$ cat config.mk
export PLATFORM = sky130hd
export DESIGN_NAME = pipe_hazard_ctrl
export DESIGN_NICKNAME = d
export VERILOG_FILES = /design/src/rtl/pipe_hazard_ctrl.sv
export SDC_FILE = /design/constraint.sdc
export NUM_CORES = 1
export LEC_CHECK = 0
export CAP_MARGIN = 20
export CORE_UTILIZATION = 40
export DETAILED_ROUTE_END_ITERATION = 7
export PLACE_DENSITY = 0.84
export SYNTH_ARGS = -nofsm -noshare
export SYNTH_HDL_FRONTEND = slang
export SYNTH_SLANG_ARGS = --single-unit
$ cat constraint.sdc
create_clock -name CLK -period 2.2 [get_ports CLK]
set_input_delay 0.44 -clock CLK [delete_from_list [all_inputs] [get_ports CLK]]
set_output_delay 0.44 -clock CLK [all_outputs]
set_load 0.05 [all_outputs]
$ cat src/rtl/pipe_hazard_ctrl.sv
// pipe_hazard_ctrl: stall/flush/forwarding control for a 5-stage pipeline with memory watchdog.
// Define HAZ_PERF_CNT_EN to add the StallCnt/FlushCnt performance counter outputs.
module pipe_hazard_ctrl #(
  parameter int FLUSH_CYCLES = 2,
  parameter int MEM_TIMEOUT  = 15
) (
  input  logic       CLK,
  input  logic       RST,
  input  logic [3:0] A1_id,
  input  logic [3:0] A2_id,
  input  logic [3:0] A1_ex,
  input  logic [3:0] A2_ex,
  input  logic [3:0] A3_ex,
  input  logic       RF_WE_ex,
  input  logic       WBSelect_ex,
  input  logic [3:0] A3_mem,
  input  logic       RF_WE_mem,
  input  logic [3:0] A3_wb,
  input  logic       RF_WE_wb,
  input  logic       BranchTaken_ex,
  input  logic       MemReq_mem,
  input  logic       MemReady,
  output logic       Stall_IF,
  output logic       Stall_ID,
  output logic       Stall_EX,
  output logic       Stall_MEM,
  output logic       Flush_ID,
  output logic       Flush_EX,
  output logic [1:0] FwdA_ex,
  output logic [1:0] FwdB_ex,
  output logic       MemErr
`ifdef HAZ_PERF_CNT_EN
  ,
  output logic [15:0] StallCnt,
  output logic [15:0] FlushCnt
`endif
);
  typedef enum logic [1:0] {RUN, BR_FLUSH, MEM_WAIT} state_t;
  state_t state, state_n;
  logic [7:0] cnt, cnt_n;
  logic mem_err_q, miss, load_use, tmo, stall_all, br, lu_s;
  assign miss = MemReq_mem && !MemReady;
  assign load_use = RF_WE_ex && WBSelect_ex && A3_ex != 4'd15 && (A3_ex == A1_id || A3_ex == A2_id);
  assign tmo = state == MEM_WAIT && !MemReady && cnt == 8'(MEM_TIMEOUT);
  always_ff @(posedge CLK) begin
    if (!RST) begin
      state     <= RUN;
      cnt       <= 8'd0;
      mem_err_q <= 1'b0;
    end else begin
      state     <= state_n;
      cnt       <= cnt_n;
      mem_err_q <= mem_err_q | tmo;
    end
  end
  always_comb begin
    state_n = state;
    cnt_n   = cnt;
    case (state)
      RUN: begin
        if (miss) begin
          state_n = MEM_WAIT;
          cnt_n   = 8'd1;
        end else if (BranchTaken_ex && FLUSH_CYCLES > 1) begin
          state_n = BR_FLUSH;
          cnt_n   = 8'(FLUSH_CYCLES - 1);
        end
      end
      BR_FLUSH: begin
        if (miss) begin
          state_n = MEM_WAIT;
          cnt_n   = 8'd1;
        end else begin
          cnt_n   = cnt - 8'd1;
          state_n = cnt == 8'd1 ? RUN : BR_FLUSH;
        end
      end
      MEM_WAIT: begin
        state_n = (MemReady || tmo) ? RUN : MEM_WAIT;
        cnt_n   = (MemReady || tmo) ? 8'd0 : cnt + 8'd1;
      end
      default: begin
        state_n = RUN;
        cnt_n   = 8'd0;
      end
    endcase
  end
  // Every hazard output is gated by RST so a reset cycle never leaks a stall or flush.
  always_comb begin
    stall_all = RST && (state == MEM_WAIT ? !MemReady && !tmo : miss);
    br        = RST && state == RUN && !miss && BranchTaken_ex;
    lu_s      = RST && state == RUN && !miss && !BranchTaken_ex && load_use;
    Stall_IF  = stall_all | lu_s;
    Stall_ID  = stall_all | lu_s;
    Stall_EX  = stall_all;
    Stall_MEM = stall_all;
    Flush_ID  = br | (RST && state == BR_FLUSH && !miss);
    Flush_EX  = br | lu_s;
    FwdA_ex   = !RST || A1_ex == 4'd15 ? 2'b00 :
                RF_WE_mem && A3_mem == A1_ex ? 2'b01 :
                RF_WE_wb && A3_wb == A1_ex ? 2'b10 : 2'b00;
    FwdB_ex   = !RST || A2_ex == 4'd15 ? 2'b00 :
                RF_WE_mem && A3_mem == A2_ex ? 2'b01 :
                RF_WE_wb && A3_wb == A2_ex ? 2'b10 : 2'b00;
    MemErr    = mem_err_q | (RST & tmo);
  end
`ifdef HAZ_PERF_CNT_EN
  always_ff @(posedge CLK) begin
    if (!RST) begin
      StallCnt <= 16'd0;
      FlushCnt <= 16'd0;
    end else begin
      if ((Stall_IF | Stall_ID | Stall_EX | Stall_MEM) && StallCnt != 16'hFFFF) StallCnt <= StallCnt + 16'd1;
      if (br && FlushCnt != 16'hFFFF) FlushCnt <= FlushCnt + 16'd1;
    end
  end
`endif
endmodule

==> impl_metrics.tcl, run 1 <==
set metrics [dict create \
    outcome "finished with violations" \
    violations "DRC" \
    path_max_fanout 3 \
    cts_root_buffer "clkbuf_4" \
    grt_max_degree 11 \
    clock_latency_ns 0.28 \
    async_reset_ff_share_pct 0 \
    io_buffers 47 \
    stdcell_area_um2 2103 \
    std_cell_rows 19 \
    p_leak_nw 0.9030 \
    antenna_found_initial 0 \
    ys_seq_area_share_pct 18.13 \
    ys.flop_type "dfxtp_1" \
    dr.pass1.iters 6 \
    final_nets 260 \
    grtUsageTotal_pct 27.98 \
    wl_per_cell_um 18.47 \
    worstMarginPinSlew_ns 0.4488 \
    final_common_cell "buf_4" \
    gp_congestion 0.9677 \
    finalMaxSlewViolations 0 \
    cts_tree "built" \
    layout_min_cycle_time_ns 2.199 \
    ioPinCount 48 \
    netlist-cell-type-count 47 \
    cts_buffer_depth 2 \
    peakVddDrop_uv 154.9 \
    power_density_nw_per_um2 358.1 \
    synthCells 156 \
    fillers 209 \
    viasPerCell 6.184 \
    drv_cap 0 \
    fin_worst_skew_ns 0.005193 \
    drt_iter0_markers 102 \
    relSlewSlack_pct 69.83 \
    synth-edff-count 0 \
    netlist_area_um2 1215 \
    whs_ns 0.5021 \
    cts_made_buffers 3 \
    drive_above_1_share_pct 31.96 \
    syn_nets 196 \
    ys_ff_latch 11 \
    end_kind "output pin" \
    die_w_um 57.11 \
    synth_top_area_share_pct 18.13 \
    yosys-top-cells-area "dfxtp_1 18%, xnor2_1 9.4%, xor2_1 6.5%, nand4_1 4.1%, a31oi_1 3.1%" \
    coreArea_um2 2805 \
    grt.overflow.total 0 \
    antenna_cells 0 \
    grt_pass1_vias 1627 \
    vias 1546 \
    clock_sinks 11 \
    die_y_um 57.11 \
    cts-htree-levels 1 \
    routed_wl_mm 4.618 \
    timing.final.crit_share_pct 99.98 \
    initial_core_util_pct 43.31 \
    syn2layout_area_growth_pct 73.12 \
    rsz0062_at_grt "yes" \
    grt_pass1_wl_mm 7.134 \
    drc_errors 2 \
    mostFrequentLayoutCells "21 x buf_4, 17 x dlygate4sd2_1, 13 x dlymetal6s2s_1" \
    start_kind "register" \
    syn_avg_cell_area_um2 7.788 \
    clkSlewWorstSetupHoldPaths_ns 0.08 \
    ys_warn_count 0 \
    yosys.area.top_type "dfxtp_1" \
    min_path_type "reg2reg" \
    required_ns 1.76 \
    finalSetupViolCount 0 \
    die_area_um2 3262 \
    hpwl_mm 3.406 \
    crit_type "reg2out" \
    cp.arrival_ns 1.76 \
    hold_violations 0 \
    dpl_cell_area_um2 1936 \
    ant_nets 0 \
    fmax_mhz 454.7 \
]
==> per-layer routing <==
metal	vias to the layer above	share of wire [%]	global-route usage, %
met3	30	6.9	5.896
li1	711	-	-
met2	100	55	54.12
met1	705	33	28.51
met5	-	0	0
met4	0	5.2	12.54
==> sequential cells by signal, indices dropped and copies added, names as in the netlist <==
register and count:
cnt 8, state 2, mem_err_q 1
==> through the flow <==
step | std cells | utilization, % | TNS (ns) | worst slack, ns | power [mW]
final | 250 | 74.98 | 0 | 0.0005361 | 0.7531
after global routing | 250 | 74.98 | -0.2481 | -0.06781 | 0.7931
after CTS | 249 | 72.21 | -0.006698 | -0.003845 | 0.7384
after detailed placement | 241 | 69.00 | -1.117 | -0.2053 | 0.5842
after global placement | 241 | 69.00 | -0.6286 | -0.09835 | 0.5672
after floorplan | 156 | - | -0.5933 | -0.3237 | 0.4164
==> power breakdown <==
| part | switching (mW) | internal [mW] |
|---|---|---|
| combinational | 0.181 | 0.185 |
| sequential | 0.0243 | 0.212 |
| clock | 0.0804 | 0.0705 |
==> critical path, cell delays in order (launching register included) <==
cell	delay [ns]
dfxtp_4	0.36
ha_4	0.16
and3_4	0.15
and2_4	0.15
a2111oi_4	0.31
or2_4	0.21
buf_12	0.13
==> cells in the mapped netlist (2+ instances only) <==
cell and count:
a221oi_1 3, nand2b_1 3, a31o_2 2, o31a_1 3, o21ai_0 5, inv_1 8
nor2b_1 2, nand4_1 8, xor2_1 9, buf_4 3, clkbuf_1 2, nor2_1 8
or3b_4 2, nor3_1 5, nor4_2 2, a31oi_1 6, ha_1 3, nand4b_1 2
and4_1 2, dfxtp_1 11, and3_1 3, buf_2 2, and2_1 3, nor4_1 4
a211oi_1 2, or3_1 2, xnor2_1 13, nand2_1 8, buf_6 2, a21oi_1 6
nand3_1 6
==> cell families (layout without fill, tap and decap cells) <==
family / Yosys count / in the layout / synth area share [%]
AOI/OAI and AO/OA: 39 / 39 / 23.69
xor gates and xnor gates: 22 / 22 / 15.86
adders and majority gates: 3 / 3 / 3.090
buffers and inverters: 18 / 81 / 7.930
DFF: 11 / 11 / 18.13
and+or+nand+nor: 63 / 63 / 31.31
==> area by class of cell <==
type | instances | area [um^2] | area share, %
clock buffers | 4 | 26.28 | 1.249
repair buffers | 68 | 749.5 | 35.63
flip-flops and latches | 11 | 231.5 | 11.01
well taps | 31 | 38.79 | 1.844
multi-input cells | 127 | 1022 | 48.60
inverters | 9 | 35.03 | 1.666
==> what timing repair did <==
item,4_1_cts,5_1_grt
hold buffers,0,0
gates resized for setup,30,20
pin swaps,11,15
setup buffers,4,1
setup endpoints to repair,10,9
==> final timing paths <==
path | end | cells past startpoint | slack [ns] | startpoint
min reg2reg | mem_err_q$_SDFF_PN0_ | 2 | 0.50 | mem_err_q$_SDFF_PN0_
max | Stall_ID | 6 | 0.0005 | cnt[1]$_SDFFE_PN0P_
min | mem_err_q$_SDFF_PN0_ | 2 | 0.50 | mem_err_q$_SDFF_PN0_
max reg2reg | cnt[6]$_SDFFE_PN0P_ | 7 | 0.17 | cnt[0]$_SDFFE_PN0P_
No activity file was read; power rests on OpenSTA's default activity.
==> run 2, diff against run 1 <==
CTS_BUF_LIST = sky130_fd_sc_hd__clkbuf_8   (was not set)
==> run 2 against run 1 <==
The flow finishes with violations (DRC, setup timing); clock skew fell by 0.0020 ns; final cell count rose by 0.40%; power rose by 7.6%.
==> impl_metrics.tcl, run 2 (synthesized netlist as in run 1, its figures left out) <==
set metrics [dict create \
    grtUsageTotal_pct 27.47 \
    die_area_um2 3262 \
    drt_iter0_markers 106 \
    viasPerCell 6.120 \
    slowest_stage "clkdlybuf4s50_1" \
    fillers 206 \
    postLayoutCoreUtil_pct 74.89 \
    cp.arrival_ns 1.77 \
    coreArea_um2 2805 \
    clkSlewWorstSetupHoldPaths_ns 0.05 \
    routed_wl_mm 4.517 \
    ant_nets 0 \
    setup_ws_ns -0.007751 \
    std_cell_rows 19 \
    die_y_um 57.11 \
    drc_errors 2 \
    fmax_mhz 453.0 \
    cts_made_buffers 3 \
    mostFrequentLayoutCells "22 x buf_4, 18 x dlygate4sd2_1, 13 x xnor2_1" \
    ioPinCount 48 \
    reg.largest.list "cnt (8), state (2), mem_err_q (1)" \
    min_path_type "reg2reg" \
    start_kind "input port" \
    crit_chain "clkdlybuf4s50_1 -> inv_1 -> a22oi_2 -> nand4b_1 -> and4_4 -> buf_12" \
    violations "DRC, setup timing" \
    initial_core_util_pct 43.31 \
    grt_max_degree 11 \
    end_kind "output pin" \
    hold_violations 0 \
    path_max_fanout 2 \
    grt_pass1_wl_mm 7.017 \
    rsz0062_at_grt "yes" \
    antenna_cells 0 \
    worstMarginPinSlew_ns 0.4951 \
    final_nets 261 \
    finalSetupViolCount 1 \
    power_density_nw_per_um2 385.9 \
    fin_worst_skew_ns 0.003182 \
    dpl_cell_area_um2 1936 \
    timing.final.crit_share_pct 100.4 \
    peakVddDrop_uv 163.3 \
    wl_per_cell_um 18.00 \
    grt_pass1_vias 1624 \
    relSlewSlack_pct 66.72 \
    die_w_um 57.11 \
    clock_sinks 11 \
    final_common_cell "buf_4" \
    grt.overflow.total 0 \
    max_stage_delay_ns 0.50 \
    largest_reg_flops 8 \
    cts-htree-levels 1 \
    cts_buffer_depth 2 \
    antenna_found_initial 0 \
    hpwl_mm 3.406 \
    drive_above_1_share_pct 30.45 \
    outcome "finished with violations" \
    dr.pass1.iters 6 \
    vias 1536 \
    required_ns 1.76 \
    layout_min_cycle_time_ns 2.208 \
    cts_root_buffer "clkbuf_8" \
    drv_cap 0 \
    p_leak_nw 0.8879 \
    io_buffers 47 \
    crit_type "in2out" \
    finalMaxSlewViolations 0 \
    largest-register "cnt" \
    gp_congestion 0.9677 \
    cts_tree "built" \
    clock_latency_ns 0.24 \
    syn2layout_area_growth_pct 72.91 \
    stdcell_area_um2 2101 \
]
-- run 2: report_power, final --
part           switching (mW)  internal (mW)  total, mW
clock                  0.0860          0.123      0.209
sequential             0.0264          0.212      0.238
combinational           0.177          0.186      0.363
total                   0.289          0.521      0.811
-- run 2: cell type report --
| cell class | instances | area (um^2) | area share [%] |
|---|---|---|---|
| Timing Repair Buffer | 69 | 750.7 | 35.74 |
| Tap cell | 31 | 38.79 | 1.846 |
| Clock inverter | 1 | 3.754 | 0.1787 |
| Sequential cell | 11 | 230.2 | 10.96 |
| Inverter | 9 | 35.03 | 1.668 |
| Clock buffer | 3 | 41.29 | 1.965 |
| Multi-Input combinational cell | 127 | 1001 | 47.65 |
-- run 2: timing repair --
action,CTS,global route
hold buffers,0,0
endpoints found under the hold margin,0,0
resized for setup,27,18
setup endpoints to repair,10,10
pin swaps,12,15
setup buffers,0,6
-- run 2: layer usage --
layer / GRT usage [%] / up-vias / share of wire, % / routed length, um
li1: - / 718 / - / -
met1: 26.88 / 711 / 34 / 1521
met2: 53.78 / 79 / 55 / 2474
met3: 6.349 / 28 / 6.3 / 284
met4: 12.89 / 0 / 5.3 / 238
met5: 0 / - / 0 / 0
-- run 2: through the flow --
stage / setup slack (ns) / TNS, ns / hold slack, ns / total power, mW / std cells
after floorplan: -0.3237 / -0.5933 / 0.4378 / 0.4164 / 156
after global placement: -0.09835 / -0.6286 / 0.4484 / 0.5672 / 241
after detailed placement: -0.2053 / -1.117 / 0.4693 / 0.5842 / 241
after CTS: -0.005464 / -0.006381 / 0.4821 / 0.7894 / 245
after global routing: -0.04341 / -0.1930 / 0.5324 / 0.8510 / 251
final: -0.007751 / -0.007751 / 0.4860 / 0.8107 / 251
-- run 2: final timing paths --
check | startpoint | to | slack [ns] | cells past startpoint
max | A3_mem[3] | FwdB_ex[1] | -0.008 | 6
min | mem_err_q$_SDFF_PN0_ | mem_err_q$_SDFF_PN0_ | 0.49 | 2
max reg2reg | cnt[0]$_SDFFE_PN0P_ | cnt[6]$_SDFFE_PN0P_ | 0.19 | 7
min reg2reg | mem_err_q$_SDFF_PN0_ | mem_err_q$_SDFF_PN0_ | 0.49 | 2
-- run 2: critical path: cells and delay by family --
kind            cells  cell delay, ns
simple gates        2            0.43
buf+inv             3            0.72
compound gates      1            0.17
==> run 3, diff against run 2 <==
CORE_MARGIN = 2   (was not set)
CTS_CLUSTER_DIAMETER = 150   (was not set)
==> run 3 against run 2 <==
The run now ends clean; register-to-register slack about the same; die area rose by 7.1%; power is 1.1% lower; critical path depth unchanged; critical path type is now reg2out; critical endpoint is now Stall_IF.
==> impl_metrics.tcl, run 3 (synthesized netlist as in run 1, its figures left out) <==
set metrics [dict create \
    die_y_um 59.11 \
    crit_type "reg2out" \
    initial_core_util_pct 42.95 \
    peakVddDrop_uv 181.5 \
    r2r-start "cnt[0]$_SDFFE_PN0P_" \
    cp.arrival_ns 1.71 \
    final_nets 258 \
    drc_errors 0 \
    wl_per_cell_um 17.71 \
    viasPerCell 6.310 \
    pwr-share-comb_pct 43.7 \
    timing.final.crit_share_pct 97.51 \
    power_density_nw_per_um2 388.0 \
    relSlewSlack_pct 67.78 \
    drive_above_1_share_pct 28.57 \
    layout_min_cycle_time_ns 2.145 \
    r2r_cells 7 \
    dpl_cell_area_um2 1921 \
    reg2reg_to "cnt[6]$_SDFFE_PN0P_" \
    clock_latency_ns 0.24 \
    ant_nets 0 \
    path_max_fanout 2 \
    start_kind "register" \
    syn2layout_area_growth_pct 70.03 \
    hold_violations 0 \
    p_sw_uw 288.7 \
    swShare_pct 36.02 \
    drt_iter0_markers 140 \
    worstMarginPinSlew_ns 0.4792 \
    final_common_cell "buf_4" \
    die_w_um 59.11 \
    cts_tree "built" \
    grt.overflow.total 0 \
    cts_root_buffer "clkbuf_8" \
    min_path_type "reg2reg" \
    reg.largest.list "cnt (8), state (2), mem_err_q (1)" \
    largest-register "cnt" \
    clkPwrFrac_pct 26.6 \
    cts_buffer_depth 2 \
    fin_worst_skew_ns 0.001158 \
    grt_max_degree 11 \
    dr.pass1.iters 5 \
    finalSetupViolCount 0 \
    antenna_cells 0 \
    grtUsageTotal_pct 25.45 \
    std_cell_rows 19 \
    drv_cap 0 \
    cts_made_buffers 3 \
    vias 1565 \
    io_buffers 47 \
    power.internal_uw 512.8 \
    die_area_um2 3494 \
    crit_start "cnt[1]$_SDFFE_PN0P_" \
    finalMaxSlewViolations 0 \
    coreArea_um2 2829 \
    end_kind "output pin" \
    grt_pass1_vias 1501 \
    fmax_mhz 466.1 \
    ioPinCount 48 \
    mostFrequentLayoutCells "19 x buf_4, 18 x dlygate4sd2_1, 13 x xnor2_1" \
    gp_congestion 0.9102 \
    required_ns 1.76 \
    pwr-share-seq_pct 29.8 \
    outcome "completed" \
    grt_pass1_wl_mm 6.782 \
    hpwl_mm 3.245 \
    rrSetupSlack_ns 0.20 \
    ctsHoldBuffers 0 \
    antenna_found_initial 0 \
    stdcell_area_um2 2066 \
    routed_wl_mm 4.391 \
    largest_reg_flops 8 \
    clock_sinks 11 \
    p_total_uw 801.5 \
    p_leak_nw 0.8694 \
    crit_end "Stall_IF" \
    cts-htree-levels 1 \
    clkSlewWorstSetupHoldPaths_ns 0.06 \
]
run 3: power groups by stage:
stage | registers [mW] | clock network [mW] | logic, mW
finish | 0.238 | 0.213 | 0.350
floorplan | 0.226 | 0 | 0.190
CTS | 0.236 | 0.209 | 0.340
global route | 0.239 | 0.219 | 0.369
detailed placement | 0.245 | 0 | 0.333
global placement | 0.242 | 0 | 0.321
run 3: area by class of cell:
cell class	instances	area, um^2
sequential	11	231.5
fill	217	763.2
timing repair buffer	66	728.2
clock buffer	3	41.29
clock inverter	1	3.754
multi-input combinational	127	987.2
inverter	9	35.03
tap	31	38.79
run 3: worst max-delay path, stage by stage (launching register included):
cell       delay, ns
dfxtp_4         0.35
ha_4            0.16
and3_4          0.15
and2_4          0.15
a2111oi_4       0.31
or2_4           0.21
buf_12          0.13
run 3: worst min path at each step:
| stage | start | depth (start not counted) | to |
|---|---|---|---|
| after floorplan | mem_err_q$_SDFF_PN0_ | 2 | mem_err_q$_SDFF_PN0_ |
| after global placement | mem_err_q$_SDFF_PN0_ | 2 | mem_err_q$_SDFF_PN0_ |
| after detailed placement | mem_err_q$_SDFF_PN0_ | 2 | mem_err_q$_SDFF_PN0_ |
| after CTS | mem_err_q$_SDFF_PN0_ | 2 | mem_err_q$_SDFF_PN0_ |
| after global routing | mem_err_q$_SDFF_PN0_ | 2 | mem_err_q$_SDFF_PN0_ |
| final | mem_err_q$_SDFF_PN0_ | 2 | mem_err_q$_SDFF_PN0_ |
run 3: per-layer routing:
metal | up-vias | global-route usage, % | wire (um)
met3 | 23 | 4.585 | 270
li1 | 712 | - | -
met4 | 0 | 12.01 | 179
met5 | - | 0 | 0
met1 | 743 | 27.09 | 1658
met2 | 87 | 47.78 | 2283
run 3: what timing repair did:
item	in CTS	in global routing
pin swaps	10	12
gates resized for setup	27	16
buffers inserted	4	1
setup endpoints to repair	9	9
run 3: stage by stage:
stage | TNS [ns] | setup WS, ns | instances | utilization [%] | hold WS [ns]
finish | 0 | 0.05475 | 248 | 73.02 | 0.4813
global route | -0.01776 | -0.01776 | 248 | 73.02 | 0.5217
CTS | -0.009395 | -0.004802 | 247 | 70.99 | 0.4786
detailed placement | -1.155 | -0.2767 | 239 | 67.89 | 0.4626
global placement | -0.9784 | -0.1827 | 239 | 67.89 | 0.4483
floorplan | -0.5933 | -0.3237 | 156 | - | 0.4378
